==> src/rtl/mips_bus_arbiter_if.sv <==
// Bus bundle for the two-master arbiter: master request/response pairs plus
// the shared memory port and the UART CSR port.
interface mips_bus_arbiter_if #(
    parameter int ADDR_WIDTH = 32,
    parameter int DATA_WIDTH = 32
);
    logic                  m0_req;
    logic [ADDR_WIDTH-1:0] m0_addr;
    logic                  m0_wr_en;
    logic [DATA_WIDTH-1:0] m0_wr_data;
    logic                  m0_gnt;
    logic                  m0_rd_valid;
    logic [DATA_WIDTH-1:0] m0_rd_data;

    logic                  m1_req;
    logic [ADDR_WIDTH-1:0] m1_addr;
    logic                  m1_wr_en;
    logic [DATA_WIDTH-1:0] m1_wr_data;
    logic                  m1_gnt;
    logic                  m1_rd_valid;
    logic [DATA_WIDTH-1:0] m1_rd_data;

    logic                  mem_chip_sel;
    logic [ADDR_WIDTH-2:0] mem_addr;
    logic                  mem_wr_en;
    logic [DATA_WIDTH-1:0] mem_wr_data;
    logic [DATA_WIDTH-1:0] mem_rd_data;

    logic                  uart_csr_wen;
    logic                  uart_csr_ren;
    logic [2:0]            uart_csr_addr;
    logic [DATA_WIDTH-1:0] uart_csr_wr_data;
    logic [DATA_WIDTH-1:0] uart_csr_rd_data;

    logic                  busy;

    modport slave (
        input  m0_req, m0_addr, m0_wr_en, m0_wr_data,
        input  m1_req, m1_addr, m1_wr_en, m1_wr_data,
        input  mem_rd_data, uart_csr_rd_data,
        output m0_gnt, m0_rd_valid, m0_rd_data,
        output m1_gnt, m1_rd_valid, m1_rd_data,
        output mem_chip_sel, mem_addr, mem_wr_en, mem_wr_data,
        output uart_csr_wen, uart_csr_ren, uart_csr_addr, uart_csr_wr_data,
        output busy
    );

    modport master (
        output m0_req, m0_addr, m0_wr_en, m0_wr_data,
        output m1_req, m1_addr, m1_wr_en, m1_wr_data,
        output mem_rd_data, uart_csr_rd_data,
        input  m0_gnt, m0_rd_valid, m0_rd_data,
        input  m1_gnt, m1_rd_valid, m1_rd_data,
        input  mem_chip_sel, mem_addr, mem_wr_en, mem_wr_data,
        input  uart_csr_wen, uart_csr_ren, uart_csr_addr, uart_csr_wr_data,
        input  busy
    );
endinterface

==> src/rtl/mips_bus_arbiter.sv <==
// Round-robin arbiter between two bus masters sharing memory and the UART CSR
// port; each access runs IDLE -> ACCESS -> (WAIT -> RESP) with registered outputs.
module mips_bus_arbiter #(
    parameter int ADDR_WIDTH     = 32,
    parameter int DATA_WIDTH     = 32,
    parameter int MEM_RD_LATENCY = 1
) (
    input  logic               clk,
    input  logic               rst,
    mips_bus_arbiter_if.slave  bus
);
    localparam int         MSB   = ADDR_WIDTH - 1;
    localparam logic [2:0] LAT_C = 3'(MEM_RD_LATENCY);

    typedef enum logic [1:0] {
        S_IDLE   = 2'd0,
        S_ACCESS = 2'd1,
        S_WAIT   = 2'd2,
        S_RESP   = 2'd3
    } state_t;

    state_t                state_r, state_s;
    logic                  win_r, win_s;
    logic                  last_r, last_s;
    logic [ADDR_WIDTH-1:0] addr_r, addr_s;
    logic                  wr_en_r, wr_en_s;
    logic [DATA_WIDTH-1:0] wr_data_r, wr_data_s;
    logic [2:0]            cnt_r, cnt_s;
    logic [1:0]            gnt_r, gnt_s;
    logic [1:0]            rv_r, rv_s;
    logic [DATA_WIDTH-1:0] rd0_r, rd0_s, rd1_r, rd1_s;
    logic                  cs_r, cs_s, mwe_r, mwe_s, cwen_r, cwen_s, cren_r, cren_s;
    logic                  busy_r, busy_s;

    logic                  pick_s;
    logic [ADDR_WIDTH-1:0] sel_addr_s;
    logic                  sel_wr_s;
    logic [DATA_WIDTH-1:0] sel_data_s;
    logic [DATA_WIDTH-1:0] rdata_s;

    // Round-robin pick (ties go to the master not granted last) and target read mux
    always_comb begin
        if (bus.m0_req && bus.m1_req) begin
            pick_s = ~last_r;
        end else begin
            pick_s = bus.m1_req;
        end
        if (pick_s) begin
            sel_addr_s = bus.m1_addr;
            sel_wr_s   = bus.m1_wr_en;
            sel_data_s = bus.m1_wr_data;
        end else begin
            sel_addr_s = bus.m0_addr;
            sel_wr_s   = bus.m0_wr_en;
            sel_data_s = bus.m0_wr_data;
        end
        if (addr_r[MSB]) begin
            rdata_s = bus.uart_csr_rd_data;
        end else begin
            rdata_s = bus.mem_rd_data;
        end
    end

    // Next state plus next values of every registered output
    always_comb begin
        state_s   = state_r;
        win_s     = win_r;
        last_s    = last_r;
        addr_s    = addr_r;
        wr_en_s   = wr_en_r;
        wr_data_s = wr_data_r;
        cnt_s     = cnt_r;
        gnt_s     = 2'b00;
        rv_s      = 2'b00;
        rd0_s     = rd0_r;
        rd1_s     = rd1_r;
        cs_s      = 1'b0;
        mwe_s     = 1'b0;
        cwen_s    = 1'b0;
        cren_s    = 1'b0;
        case (state_r)
            S_IDLE: begin
                if (bus.m0_req || bus.m1_req) begin
                    state_s   = S_ACCESS;
                    win_s     = pick_s;
                    addr_s    = sel_addr_s;
                    wr_en_s   = sel_wr_s;
                    wr_data_s = sel_data_s;
                    if (!sel_addr_s[MSB]) begin
                        cs_s  = 1'b1;
                        mwe_s = sel_wr_s;
                    end else if (sel_wr_s) begin
                        cwen_s = 1'b1;
                    end else begin
                        cren_s = 1'b1;
                    end
                    // Writes complete in the strobe cycle, so their gnt rides with it
                    if (sel_wr_s) begin
                        gnt_s[pick_s] = 1'b1;
                    end else begin
                        gnt_s = 2'b00;
                    end
                end else begin
                    state_s = S_IDLE;
                end
            end
            S_ACCESS: begin
                if (wr_en_r) begin
                    state_s = S_IDLE;
                    last_s  = win_r;
                end else begin
                    state_s = S_WAIT;
                    if (addr_r[MSB]) begin
                        cnt_s = 3'd1;
                    end else begin
                        cnt_s = LAT_C;
                    end
                end
            end
            S_WAIT: begin
                cnt_s = cnt_r - 3'd1;
                if (cnt_r == 3'd1) begin
                    state_s       = S_RESP;
                    gnt_s[win_r]  = 1'b1;
                    rv_s[win_r]   = 1'b1;
                    if (win_r) begin
                        rd1_s = rdata_s;
                    end else begin
                        rd0_s = rdata_s;
                    end
                end else begin
                    state_s = S_WAIT;
                end
            end
            S_RESP: begin
                state_s = S_IDLE;
                last_s  = win_r;
            end
            default: begin
                state_s = S_IDLE;
            end
        endcase
        busy_s = (state_s != S_IDLE) ? 1'b1 : 1'b0;
    end

    // State, latched request and registered outputs
    always_ff @(posedge clk) begin
        if (rst) begin
            state_r   <= S_IDLE;
            win_r     <= 1'b0;
            last_r    <= 1'b1;
            addr_r    <= '0;
            wr_en_r   <= 1'b0;
            wr_data_r <= '0;
            cnt_r     <= 3'd0;
            gnt_r     <= 2'b00;
            rv_r      <= 2'b00;
            rd0_r     <= '0;
            rd1_r     <= '0;
            cs_r      <= 1'b0;
            mwe_r     <= 1'b0;
            cwen_r    <= 1'b0;
            cren_r    <= 1'b0;
            busy_r    <= 1'b0;
        end else begin
            state_r   <= state_s;
            win_r     <= win_s;
            last_r    <= last_s;
            addr_r    <= addr_s;
            wr_en_r   <= wr_en_s;
            wr_data_r <= wr_data_s;
            cnt_r     <= cnt_s;
            gnt_r     <= gnt_s;
            rv_r      <= rv_s;
            rd0_r     <= rd0_s;
            rd1_r     <= rd1_s;
            cs_r      <= cs_s;
            mwe_r     <= mwe_s;
            cwen_r    <= cwen_s;
            cren_r    <= cren_s;
            busy_r    <= busy_s;
        end
    end

    assign bus.m0_gnt           = gnt_r[0];
    assign bus.m1_gnt           = gnt_r[1];
    assign bus.m0_rd_valid      = rv_r[0];
    assign bus.m1_rd_valid      = rv_r[1];
    assign bus.m0_rd_data       = rd0_r;
    assign bus.m1_rd_data       = rd1_r;
    assign bus.mem_chip_sel     = cs_r;
    assign bus.mem_wr_en        = mwe_r;
    assign bus.mem_addr         = addr_r[ADDR_WIDTH-2:0];
    assign bus.mem_wr_data      = wr_data_r;
    assign bus.uart_csr_wen     = cwen_r;
    assign bus.uart_csr_ren     = cren_r;
    assign bus.uart_csr_addr    = addr_r[2:0];
    assign bus.uart_csr_wr_data = wr_data_r;
    assign bus.busy             = busy_r;
endmodule

==> src/flat_wrapper.sv <==
// flat-port wrapper written by rule: the top's interface ports become plain ports
module mips_bus_arbiter_flat 
#(
    parameter int ADDR_WIDTH     = 32,
    parameter int DATA_WIDTH     = 32,
    parameter int MEM_RD_LATENCY = 1
)
  (clk, rst, bus_m0_req, bus_m0_addr, bus_m0_wr_en, bus_m0_wr_data, bus_m1_req, bus_m1_addr, bus_m1_wr_en, bus_m1_wr_data, bus_mem_rd_data, bus_uart_csr_rd_data, bus_m0_gnt, bus_m0_rd_valid, bus_m0_rd_data, bus_m1_gnt, bus_m1_rd_valid, bus_m1_rd_data, bus_mem_chip_sel, bus_mem_addr, bus_mem_wr_en, bus_mem_wr_data, bus_uart_csr_wen, bus_uart_csr_ren, bus_uart_csr_addr, bus_uart_csr_wr_data, bus_busy);
  mips_bus_arbiter_if #(.ADDR_WIDTH(ADDR_WIDTH), .DATA_WIDTH(DATA_WIDTH)) bus_i ();
  input  logic clk;
  input  logic rst;
  input wire logic [$bits(bus_i.m0_req)-1:0] bus_m0_req;
  input wire logic [$bits(bus_i.m0_addr)-1:0] bus_m0_addr;
  input wire logic [$bits(bus_i.m0_wr_en)-1:0] bus_m0_wr_en;
  input wire logic [$bits(bus_i.m0_wr_data)-1:0] bus_m0_wr_data;
  input wire logic [$bits(bus_i.m1_req)-1:0] bus_m1_req;
  input wire logic [$bits(bus_i.m1_addr)-1:0] bus_m1_addr;
  input wire logic [$bits(bus_i.m1_wr_en)-1:0] bus_m1_wr_en;
  input wire logic [$bits(bus_i.m1_wr_data)-1:0] bus_m1_wr_data;
  input wire logic [$bits(bus_i.mem_rd_data)-1:0] bus_mem_rd_data;
  input wire logic [$bits(bus_i.uart_csr_rd_data)-1:0] bus_uart_csr_rd_data;
  output wire logic [$bits(bus_i.m0_gnt)-1:0] bus_m0_gnt;
  output wire logic [$bits(bus_i.m0_rd_valid)-1:0] bus_m0_rd_valid;
  output wire logic [$bits(bus_i.m0_rd_data)-1:0] bus_m0_rd_data;
  output wire logic [$bits(bus_i.m1_gnt)-1:0] bus_m1_gnt;
  output wire logic [$bits(bus_i.m1_rd_valid)-1:0] bus_m1_rd_valid;
  output wire logic [$bits(bus_i.m1_rd_data)-1:0] bus_m1_rd_data;
  output wire logic [$bits(bus_i.mem_chip_sel)-1:0] bus_mem_chip_sel;
  output wire logic [$bits(bus_i.mem_addr)-1:0] bus_mem_addr;
  output wire logic [$bits(bus_i.mem_wr_en)-1:0] bus_mem_wr_en;
  output wire logic [$bits(bus_i.mem_wr_data)-1:0] bus_mem_wr_data;
  output wire logic [$bits(bus_i.uart_csr_wen)-1:0] bus_uart_csr_wen;
  output wire logic [$bits(bus_i.uart_csr_ren)-1:0] bus_uart_csr_ren;
  output wire logic [$bits(bus_i.uart_csr_addr)-1:0] bus_uart_csr_addr;
  output wire logic [$bits(bus_i.uart_csr_wr_data)-1:0] bus_uart_csr_wr_data;
  output wire logic [$bits(bus_i.busy)-1:0] bus_busy;
  assign bus_i.m0_req = bus_m0_req;
  assign bus_i.m0_addr = bus_m0_addr;
  assign bus_i.m0_wr_en = bus_m0_wr_en;
  assign bus_i.m0_wr_data = bus_m0_wr_data;
  assign bus_i.m1_req = bus_m1_req;
  assign bus_i.m1_addr = bus_m1_addr;
  assign bus_i.m1_wr_en = bus_m1_wr_en;
  assign bus_i.m1_wr_data = bus_m1_wr_data;
  assign bus_i.mem_rd_data = bus_mem_rd_data;
  assign bus_i.uart_csr_rd_data = bus_uart_csr_rd_data;
  assign bus_m0_gnt = bus_i.m0_gnt;
  assign bus_m0_rd_valid = bus_i.m0_rd_valid;
  assign bus_m0_rd_data = bus_i.m0_rd_data;
  assign bus_m1_gnt = bus_i.m1_gnt;
  assign bus_m1_rd_valid = bus_i.m1_rd_valid;
  assign bus_m1_rd_data = bus_i.m1_rd_data;
  assign bus_mem_chip_sel = bus_i.mem_chip_sel;
  assign bus_mem_addr = bus_i.mem_addr;
  assign bus_mem_wr_en = bus_i.mem_wr_en;
  assign bus_mem_wr_data = bus_i.mem_wr_data;
  assign bus_uart_csr_wen = bus_i.uart_csr_wen;
  assign bus_uart_csr_ren = bus_i.uart_csr_ren;
  assign bus_uart_csr_addr = bus_i.uart_csr_addr;
  assign bus_uart_csr_wr_data = bus_i.uart_csr_wr_data;
  assign bus_busy = bus_i.busy;
  mips_bus_arbiter #(.ADDR_WIDTH(ADDR_WIDTH), .DATA_WIDTH(DATA_WIDTH), .MEM_RD_LATENCY(MEM_RD_LATENCY)) u_core (.clk(clk), .rst(rst), .bus(bus_i));
endmodule
==> config.mk <==
export PLATFORM = sky130hd
export DESIGN_NAME = mips_bus_arbiter_flat
export DESIGN_NICKNAME = d
export VERILOG_FILES = /design/src/rtl/mips_bus_arbiter_if.sv /design/src/rtl/mips_bus_arbiter.sv /design/src/flat_wrapper.sv
export SDC_FILE = /design/constraint.sdc
export NUM_CORES = 1
export LEC_CHECK = 0
export BUFFER_PORTS_ARGS = -buffer_cell sky130_fd_sc_hd__buf_2
export CORE_MARGIN = 2
export CORE_UTILIZATION = 30
export DETAILED_ROUTE_END_ITERATION = 8
export PLACE_DENSITY = 0.6
export SETUP_SLACK_MARGIN = 0.2
export SLEW_MARGIN = 5
export SYNTH_ARGS = -nofsm -noshare
export SYNTH_HDL_FRONTEND = slang
export SYNTH_SLANG_ARGS = --single-unit
==> constraint.sdc <==
create_clock -name clk -period 1.4 [get_ports clk]
set_input_delay 0.28 -clock clk [delete_from_list [all_inputs] [get_ports clk]]
set_output_delay 0.28 -clock clk [all_outputs]
set_load 0.02 [all_outputs]
==> impl_table.tex, run 1 <==
\begin{tabular}{lr}
\hline
Metric & Value \\
\hline
\multicolumn{2}{l}{\textbf{Floorplanning}} \\
\quad Horizontal die dimension & roughly 160 µm \\
\quad Number of placement rows & 56 \\
\quad Area of the die & $\sim$25,000 µm² \\
\quad Starting density of the core & 0.3035 \\
\quad Number of top-level pins & 369 \\
\quad Placeable core region & approximately 23,000 µm² \\
\quad Chip height & 157.4 µm \\
\multicolumn{2}{l}{\textbf{Timing}} \\
\quad Time the worst path needs with I/O delays and setup & 1.572 ns \\
\quad Final period util & 1.123 \\
\quad Transition time at the pin with the least slew margin & approximately 0.44 ns \\
\quad Total count of max-transition violations in the final report & 0 \\
\quad Final hold violation count & 0 \\
\quad Final setup violation count & roughly 110 \\
\quad Setup repair after global routing missed its margin & yes \\
\quad Max-slew headroom at the worst pin & 0.7084 \\
\quad Setup TNS & -8.296 ns \\
\quad Final critical-path setup slack & -0.1716 ns \\
\quad Max Clk Rate & 636.3 MHz \\
\quad Final worst clock skew & 0.009887 ns \\
\quad Worst hold-check slack & 0.1064 ns \\
\multicolumn{2}{l}{\textbf{Logic synthesis}} \\
\quad Ys async rst share & 0 \\
\quad Distinct cells, synth & 39 \\
\quad Synthesized flop and latch total & 145 \\
\quad Dominant cell type by area after synthesis & sky130\_fd\_sc\_hd\_\_dfxtp\_1 \\
\quad Post-Synthesis Net Count & roughly 1,000 \\
\quad Total standard cell area after synthesis & 7061 µm² \\
\quad Most common flop cell mapped by yosys & sky130\_fd\_sc\_hd\_\_dfxtp\_1 \\
\quad Area share of the leading cell type in the synthesized netlist & 0.4111 \\
\quad Number of warnings reported in the yosys synthesis log & 0 \\
\quad Number of standard cells after synthesis & 789 \\
\quad Avg Cell Area, Syn & 8.949 µm² \\
\quad Count of flip-flops with a built-in enable after synthesis & 0 \\
\quad List of most frequent post-synthesis cells & sky130\_fd\_sc\_hd\_\_dfxtp\_1, sky130\_fd\_sc\_hd\_\_nand2\_1, sky130\_fd\_sc\_hd\_\_a21oi\_1 \\
\quad Most instantiated library cell after synthesis & sky130\_fd\_sc\_hd\_\_dfxtp\_1 \\
\quad Sequential fraction of the synthesis area & 0.4111 \\
\quad Ranking of synthesized cells by area & sky130\_fd\_sc\_hd\_\_dfxtp\_1, sky130\_fd\_sc\_hd\_\_a311oi\_1, sky130\_fd\_sc\_hd\_\_a21oi\_1, sky130\_fd\_sc\_hd\_\_buf\_4, sky130\_fd\_sc\_hd\_\_nand2\_1 \\
\multicolumn{2}{l}{\textbf{Detailed routing}} \\
\quad Antenna violation net count after detailed routing & 0 \\
\quad Aggregate routed wire length & 26,770 µm \\
\quad Via density per instance & 4.938 \\
\quad Average wire length per cell after detail routing & between 15 and 20 µm \\
\quad Number of search-and-repair iterations in the first detailed-routing pass & 4 \\
\quad Vias & between 7,000 and 8,000 \\
\quad Total DRC errors in the routed layout & 0 \\
\quad Detailed router's first-iteration violation count & 279 \\
\multicolumn{2}{l}{\textbf{Placement}} \\
\quad Count of buffers from port buffering & 368 \\
\quad Placed wire-length estimate after detailed placement & roughly 16,000 µm \\
\quad Placed standard-cell area & 9117 µm² \\
\quad Final weighted congestion of routability-driven global placement & 0.7783 \\
\quad Minimum setup slack after placement & -0.1811 ns \\
\multicolumn{2}{l}{\textbf{Worst setup path}} \\
\quad R2r endpoint & u\_core.bus.m1\_rd\_data[8] \\
\quad Crit-path cells & inv\_2, ha\_4, and4bb\_4, buf\_8, clkbuf\_16, a21oi\_1, a311oi\_1 \\
\quad Buffering stage count on the worst path with inverters included & 3 \\
\quad Delay contributed by the slowest stage of the critical path & 0.32 ns \\
\quad Cell family contributing the most delay on the critical path & buffers and inverters \\
\quad Worst flop-to-flop path startpoint & u\_core.cnt\_r[1] \\
\quad Type of the setup path with the least slack & flip-flop to flip-flop \\
\quad R2R Setup Slk & -0.17 ns \\
\quad CP required & $\sim$1.7 ns \\
\quad Logic depth of the worst register-to-register path & 7 \\
\quad Slowest CP cell & sky130\_fd\_sc\_hd\_\_dfxtp\_2 \\
\quad Startpoint class of the critical path & flip-flop \\
\quad Arr. time, crit path & 1.88 ns \\
\quad Crit end category & flip-flop \\
\quad Worst Path Max Fanout & 7 \\
\multicolumn{2}{l}{\textbf{GRT}} \\
\quad Total global-route track usage & 0.1983 \\
\quad Number of global-route vias before repair & 6,877 \\
\quad Overall overflow remaining after global route & 0 \\
\quad Maximum number of pins on one net before global-route repair & 66 \\
\quad Wire length of the first global-routing pass & 37,980 µm \\
\quad Initial antenna violation count & 0 \\
\multicolumn{2}{l}{\textbf{Worst hold path}} \\
\quad Path class of the lowest-slack min-delay path & primary input to flip-flop \\
\quad Capture endpoint of the worst hold path & u\_core.bus.mem\_wr\_data[25] \\
\quad Cell count of the worst hold path & 3 \\
\quad Start point of the worst min-delay path & bus\_m0\_wr\_data[25] \\
\multicolumn{2}{l}{\textbf{Clock tree}} \\
\quad Cts-stage hold buffer count & 0 \\
\quad Reg clk slew, reported paths & roughly 0.070 ns \\
\quad Clock network latency to the later pin of the worst-skew pair & 0.42 ns \\
\quad CTS Buffer Depth & 2 \\
\quad Number of buffers created by CTS & 17 \\
\quad Clock H-tree levels & 4 \\
\quad CTS tree & done \\
\quad Cell chosen for the clock root & sky130\_fd\_sc\_hd\_\_clkbuf\_16 \\
\quad TritonCTS sink count & 145 \\
\multicolumn{2}{l}{\textbf{Pwr}} \\
\quad Static Leakage & 5.424 nW \\
\quad Power per unit of standard cell area & approximately 1200 nW/µm² \\
\quad Worst IR Drop VDD & 0.6279 mV \\
\multicolumn{2}{l}{\textbf{Finish}} \\
\quad Ant. Diodes & 0 \\
\quad Number of nets at the end of the flow & 1,358 \\
\quad Area of all sequential standard cells & between 3000 and 4000 µm² \\
\quad Design Area, Final & 12,670 µm² \\
\quad Core occupancy in the finished layout & 0.5446 \\
\quad Proportion of layout cells with a drive suffix above 1 & 0.6857 \\
\quad Multi-input gate area in the final layout & 3905 µm² \\
\quad Filler cell count in the final layout & 2,027 \\
\quad Synth-to-layout area growth & 79.44\% \\
\multicolumn{2}{l}{\textbf{Run status}} \\
\quad Failing checks & negative setup slack \\
\quad Status & finished with violations \\
\multicolumn{2}{l}{\textbf{Job}} \\
\quad Max-cap violation count & 0 \\
\hline
\end{tabular}
-- cell type report --
class	count	area share
clock buffers	19	0.03496
clock inverters	13	0.01007
inverters	5	0.001876
multi-input cells	496	0.3082
flip-flops and latches	145	0.2475
well taps	319	0.03150
repair buffers	493	0.3659
-- flip-flops by register name, indices dropped and copies added, names as in the netlist, 2 cells and up --
signal                  count
u_core.addr_r              32
u_core.bus.m0_rd_data      32
u_core.bus.m1_rd_data      32
u_core.bus.mem_wr_data     32
u_core.cnt_r                3
u_core.gnt_r                2
u_core.rv_r                 2
u_core.state_r              2
-- logic make-up (layout without fill, tap and decap cells) --
logic type,count (synthesis),after routing,share of synthesized area
compound gates,226,226,0.2472
simple gates,207,210,0.1271
buf+inv,151,530,0.1246
flops,145,145,0.4111
mux,57,57,0.08524
fa+ha+maj,2,2,0.003544
xor+xnor,1,1,0.001241
-- placed cells by master (no fill, tap or decap), types with 32 or more instances in the layout --
cell,count
sky130_fd_sc_hd__a21oi_1,64
sky130_fd_sc_hd__nand2_1,133
sky130_fd_sc_hd__a311oi_2,56
sky130_fd_sc_hd__a311oi_1,48
sky130_fd_sc_hd__a21oi_2,40
sky130_fd_sc_hd__mux2i_1,32
sky130_fd_sc_hd__buf_4,71
sky130_fd_sc_hd__dfxtp_2,99
sky130_fd_sc_hd__buf_2,199
sky130_fd_sc_hd__buf_6,167
-- power by group --
| group | internal [mW] | leakage (nW) | total (mW) | switching (mW) |
|---|---|---|---|---|
| logic | 2.97 | 3.90 | 5.54 | 2.57 |
| registers | 4.55 | 1.25 | 4.94 | 0.383 |
| clock network | 2.53 | 0.276 | 4.51 | 1.98 |
| total | 10.1 | 5.42 | 15.0 | 4.93 |
-- repair_timing --
item	4_1_cts	5_1_grt
resized for setup	410	219
setup buffers	30	26
endpoints found under the setup margin	299	294
pin swaps	32	44
cloned	20	4
-- routing by layer --
layer  vias up  part of all wire  wire, µm  GRT usage
li1       3521                 -         -          -
met1      3515              0.41     10860     0.2346
met2       296              0.51     13760     0.3554
met3        26             0.069      1841    0.05452
met4         0             0.012       308    0.04632
met5         -                 0         0          0
-- worst reg2reg max path, cell delays in order, from the launching register on --
cell and delay [ns]:
sky130_fd_sc_hd__dfxtp_2 0.32, sky130_fd_sc_hd__inv_2 0.08, sky130_fd_sc_hd__ha_4 0.12, sky130_fd_sc_hd__and4bb_4 0.31
sky130_fd_sc_hd__buf_8 0.16, sky130_fd_sc_hd__clkbuf_16 0.15, sky130_fd_sc_hd__a21oi_1 0.07, sky130_fd_sc_hd__a311oi_1 0.24
-- metrics by stage --
step | cells | power, mW
finish | 1490 | 14.99
floorplan | 789 | 7.220
global route | 1490 | 15.61
global placement | 1378 | 8.105
CTS | 1460 | 14.53
detailed placement | 1378 | 8.132
-- worst max-delay path by stage --
stage | startpoint | end | slack (ns) | cells past startpoint
global placement | u_core.cnt_r[1] | u_core.bus.m0_rd_data[10] | -0.16 | 5
finish | u_core.cnt_r[1] | u_core.bus.m1_rd_data[8] | -0.17 | 7
CTS | u_core.cnt_r[1] | u_core.bus.m1_rd_data[23] | -0.11 | 7
floorplan | u_core.cnt_r[1] | u_core.bus.m0_rd_data[10] | -0.07 | 7
global route | u_core.cnt_r[1] | u_core.bus.m1_rd_data[8] | -0.22 | 7
detailed placement | u_core.cnt_r[1] | u_core.bus.m0_rd_data[15] | -0.18 | 5
(Power assumes the default switching activity.)
==> run 2: changes to the inputs <==
--- a/config.mk
+++ b/config.mk
@@ -7,9 +7,10 @@
 export LEC_CHECK = 0
 export BUFFER_PORTS_ARGS = -buffer_cell sky130_fd_sc_hd__buf_2
 export CORE_MARGIN = 2
-export CORE_UTILIZATION = 30
+export CORE_UTILIZATION = 25
 export DETAILED_ROUTE_END_ITERATION = 8
-export PLACE_DENSITY = 0.6
+export PLACE_DENSITY = 0.52
+export REMOVE_ABC_BUFFERS = 1
 export SETUP_SLACK_MARGIN = 0.2
 export SLEW_MARGIN = 5
 export SYNTH_ARGS = -nofsm -noshare
==> run 2 against run 1 <==
Against the previous run: the flow still finishes with violations (negative setup slack); die area rose by 19%; sequential power fell by 1%; non-clock buffer count rose by 5; hold slack got worse by 0.0054 ns; sequential share of layout area fell by 0.059 points; global-route usage fell by 2.2 points; cell count rose by 4.2%.
==> impl_table.tex, run 2 (synthesis gave the netlist of run 1 again) <==
\begin{tabular}{lr}
\hline
Metric & Value \\
\hline
\multicolumn{2}{l}{\textbf{Timing}} \\
\quad Final critical-path setup slack & -0.1969 ns \\
\quad Setup repair after global routing missed its margin & yes \\
\quad Time the worst path needs with I/O delays and setup & 1.597 ns \\
\quad Final hold violation count & 0 \\
\quad Transition time at the pin with the least slew margin & 0.5315 ns \\
\quad Max-slew headroom at the worst pin & 0.6457 \\
\quad Final setup violation count & 87 \\
\quad Final period util & 1.141 \\
\quad Total count of max-transition violations in the final report & 0 \\
\quad Setup TNS & -6.309 ns \\
\quad Max Clk Rate & 626.2 MHz \\
\quad Final worst clock skew & 0.01292 ns \\
\multicolumn{2}{l}{\textbf{Clock tree}} \\
\quad Cts-stage hold buffer count & 0 \\
\quad Reg clk slew, reported paths & 0.08 ns \\
\quad Number of buffers created by CTS & 17 \\
\quad Cell chosen for the clock root & sky130\_fd\_sc\_hd\_\_clkbuf\_16 \\
\quad TritonCTS sink count & 145 \\
\quad Clock network latency to the later pin of the worst-skew pair & $\sim$0.42 ns \\
\quad CTS tree & done \\
\quad CTS Buffer Depth & 2 \\
\quad Clock H-tree levels & 4 \\
\multicolumn{2}{l}{\textbf{Worst setup path}} \\
\quad Cell family contributing the most delay on the critical path & compound AO/OA/AOI/OAI gates \\
\quad Buffering stage count on the worst path with inverters included & 2 \\
\quad Worst Path Max Fanout & 20 \\
\quad Type of the setup path with the least slack & flip-flop to flip-flop \\
\quad CP required & 1.71 ns \\
\quad Crit-path cells & inv\_2, ha\_4, and4bb\_4, buf\_12, a21oi\_1, a311oi\_1 \\
\quad Startpoint class of the critical path & flip-flop \\
\quad Crit end category & flip-flop \\
\quad Arr. time, crit path & 1.90 ns \\
\quad Slowest CP cell & sky130\_fd\_sc\_hd\_\_and4bb\_4 \\
\quad Delay contributed by the slowest stage of the critical path & 0.34 ns \\
\multicolumn{2}{l}{\textbf{Job}} \\
\quad Max-cap violation count & 0 \\
\multicolumn{2}{l}{\textbf{Worst hold path}} \\
\quad Path class of the lowest-slack min-delay path & primary input to flip-flop \\
\multicolumn{2}{l}{\textbf{Detailed routing}} \\
\quad Total DRC errors in the routed layout & 0 \\
\quad Vias & about 7,300 \\
\quad Average wire length per cell after detail routing & 18.98 µm \\
\quad Via density per instance & 4.714 \\
\quad Number of search-and-repair iterations in the first detailed-routing pass & 4 \\
\quad Detailed router's first-iteration violation count & 360 \\
\quad Aggregate routed wire length & 29,480 µm \\
\quad Antenna violation net count after detailed routing & 0 \\
\multicolumn{2}{l}{\textbf{Pwr}} \\
\quad Switching power share of the total & 0.3310 \\
\quad Static Leakage & 5.368 nW \\
\quad Internal power & 10.24 mW \\
\quad Total net switching power & about 5 mW \\
\quad Power per unit of standard cell area & $\sim$1200 nW/µm² \\
\quad Total power & 15.31 mW \\
\quad Logic gate share of total power & 0.351 \\
\quad Sequential power share & 0.318 \\
\quad Worst IR Drop VDD & around 0.64 mV \\
\quad Fraction of power consumed by the clock network & 0.330 \\
\multicolumn{2}{l}{\textbf{Finish}} \\
\quad Proportion of layout cells with a drive suffix above 1 & 0.6309 \\
\quad Area of all sequential standard cells & 3052 µm² \\
\quad Final Non-Filler Cells & 1,553 \\
\quad Most frequent cells in the layout & sky130\_fd\_sc\_hd\_\_buf\_2, sky130\_fd\_sc\_hd\_\_nand2\_1, sky130\_fd\_sc\_hd\_\_buf\_6 \\
\quad Filler cell count in the final layout & 2,761 \\
\quad Synth-to-layout area growth & 75.07\% \\
\quad Design Area, Final & about 12,000 µm² \\
\quad Multi-input gate area in the final layout & 3746 µm² \\
\quad Most common cell after layout, fill and taps aside & sky130\_fd\_sc\_hd\_\_buf\_2 \\
\quad Number of nets at the end of the flow & around 1,400 \\
\multicolumn{2}{l}{\textbf{Placement}} \\
\quad Placed wire-length estimate after detailed placement & between 15,000 and 20,000 µm \\
\quad Placed Cells incl. Taps & 1,443 \\
\quad Final weighted congestion of routability-driven global placement & between 0.7 and 0.8 \\
\quad Placed standard-cell area & 9184 µm² \\
\quad Count of buffers from port buffering & 368 \\
\multicolumn{2}{l}{\textbf{GRT}} \\
\quad Total global-route track usage & 0.1762 \\
\quad Initial antenna violation count & 1 \\
\quad Overall overflow remaining after global route & 0 \\
\quad Number of global-route vias before repair & between 6,000 and 7,000 \\
\quad Maximum number of pins on one net before global-route repair & 66 \\
\quad Wire length of the first global-routing pass & around 40,000 µm \\
\multicolumn{2}{l}{\textbf{Run status}} \\
\quad Status & finished with violations \\
\quad Failing checks & negative setup slack \\
\multicolumn{2}{l}{\textbf{Floorplanning}} \\
\quad Starting density of the core & 0.2541 \\
\quad Horizontal die dimension & 172.1 µm \\
\quad Placeable core region & 27,780 µm² \\
\quad Number of top-level pins & between 300 and 400 \\
\quad Chip height & 172.1 µm \\
\quad Area of the die & 29,600 µm² \\
\quad Number of placement rows & 61 \\
\hline
\end{tabular}
[run 2: cell types whose count changed in the layout (fill, tap and decap cells not counted), moves of 7 or more]
cell / delta
sky130_fd_sc_hd__nand2_1: -12
sky130_fd_sc_hd__buf_6: -48
sky130_fd_sc_hd__mux2_4: -14
sky130_fd_sc_hd__a311oi_2: -15
sky130_fd_sc_hd__mux2_2: +14
sky130_fd_sc_hd__a21oi_2: -7
sky130_fd_sc_hd__a311oi_1: +15
sky130_fd_sc_hd__a21oi_1: +7
sky130_fd_sc_hd__nand2_2: +10
sky130_fd_sc_hd__dfxtp_1: +57
sky130_fd_sc_hd__dfxtp_2: -52
sky130_fd_sc_hd__buf_2: +51
[run 2: cell type report]
type / count / area share
tap: 378 / 0.03826
multi-input combinational: 493 / 0.3031
inverter: 5 / 0.001518
antenna: 2 / 0.0004049
clock buffer: 17 / 0.03442
clock inverter: 15 / 0.01721
timing repair buffer: 498 / 0.3582
sequential: 145 / 0.2469
[run 2: through the flow]
| stage | util | setup slack (ns) | hold slack, ns |
|---|---|---|---|
| after floorplan | - | -3.308 | 0.3479 |
| after global placement | 0.3306 | -0.1632 | 0.4947 |
| after detailed placement | 0.3306 | -0.2460 | 0.5028 |
| after CTS | 0.3872 | -0.1430 | 0.08456 |
| after global routing | 0.4448 | -0.2957 | 0.09187 |
| final | 0.4449 | -0.1969 | 0.1010 |
[run 2: worst register-to-register path: stages (launching register included)]
cell and delay (ns):
sky130_fd_sc_hd__dfxtp_2 0.33, sky130_fd_sc_hd__inv_2 0.07, sky130_fd_sc_hd__ha_4 0.12, sky130_fd_sc_hd__and4bb_4 0.34, sky130_fd_sc_hd__buf_12 0.20, sky130_fd_sc_hd__a21oi_1 0.10, sky130_fd_sc_hd__a311oi_1 0.33
[run 2: final timing paths]
check	slack, ns	cells after the start	start	endpoint
worst max-delay path	-0.20	6	u_core.cnt_r[1]	u_core.bus.m1_rd_data[6]
worst min-delay path	0.10	3	bus_m0_wr_data[26]	u_core.bus.mem_wr_data[26]
worst max register to register	-0.20	6	u_core.cnt_r[1]	u_core.bus.m1_rd_data[6]
worst min register to register	0.50	2	u_core.addr_r[14]	u_core.addr_r[14]
[run 2: per-layer routing]
layer,GRT usage,wire [µm]
met4,0.06138,530
met1,0.2181,12650
met2,0.2946,14240
met3,0.04784,2055
met5,0,0
[run 2: what timing repair did]
| action | CTS | global route |
|---|---|---|
| setup endpoints to repair | 307 | 314 |
| resized for setup | 108 | 371 |
| pin swaps | 58 | 41 |
| setup buffers | 16 | 35 |
| cloned | 15 | 10 |
[run 2: power groups by stage]
| stage | registers [mW] | logic, mW | clock network, mW |
|---|---|---|---|
| floorplan | 5.41 | 1.17 | 0 |
| finish | 4.87 | 5.38 | 5.05 |
| global route | 4.92 | 5.69 | 5.39 |
| global placement | 4.79 | 3.44 | 0 |
| detailed placement | 4.80 | 3.46 | 0 |
| CTS | 4.74 | 4.32 | 5.21 |
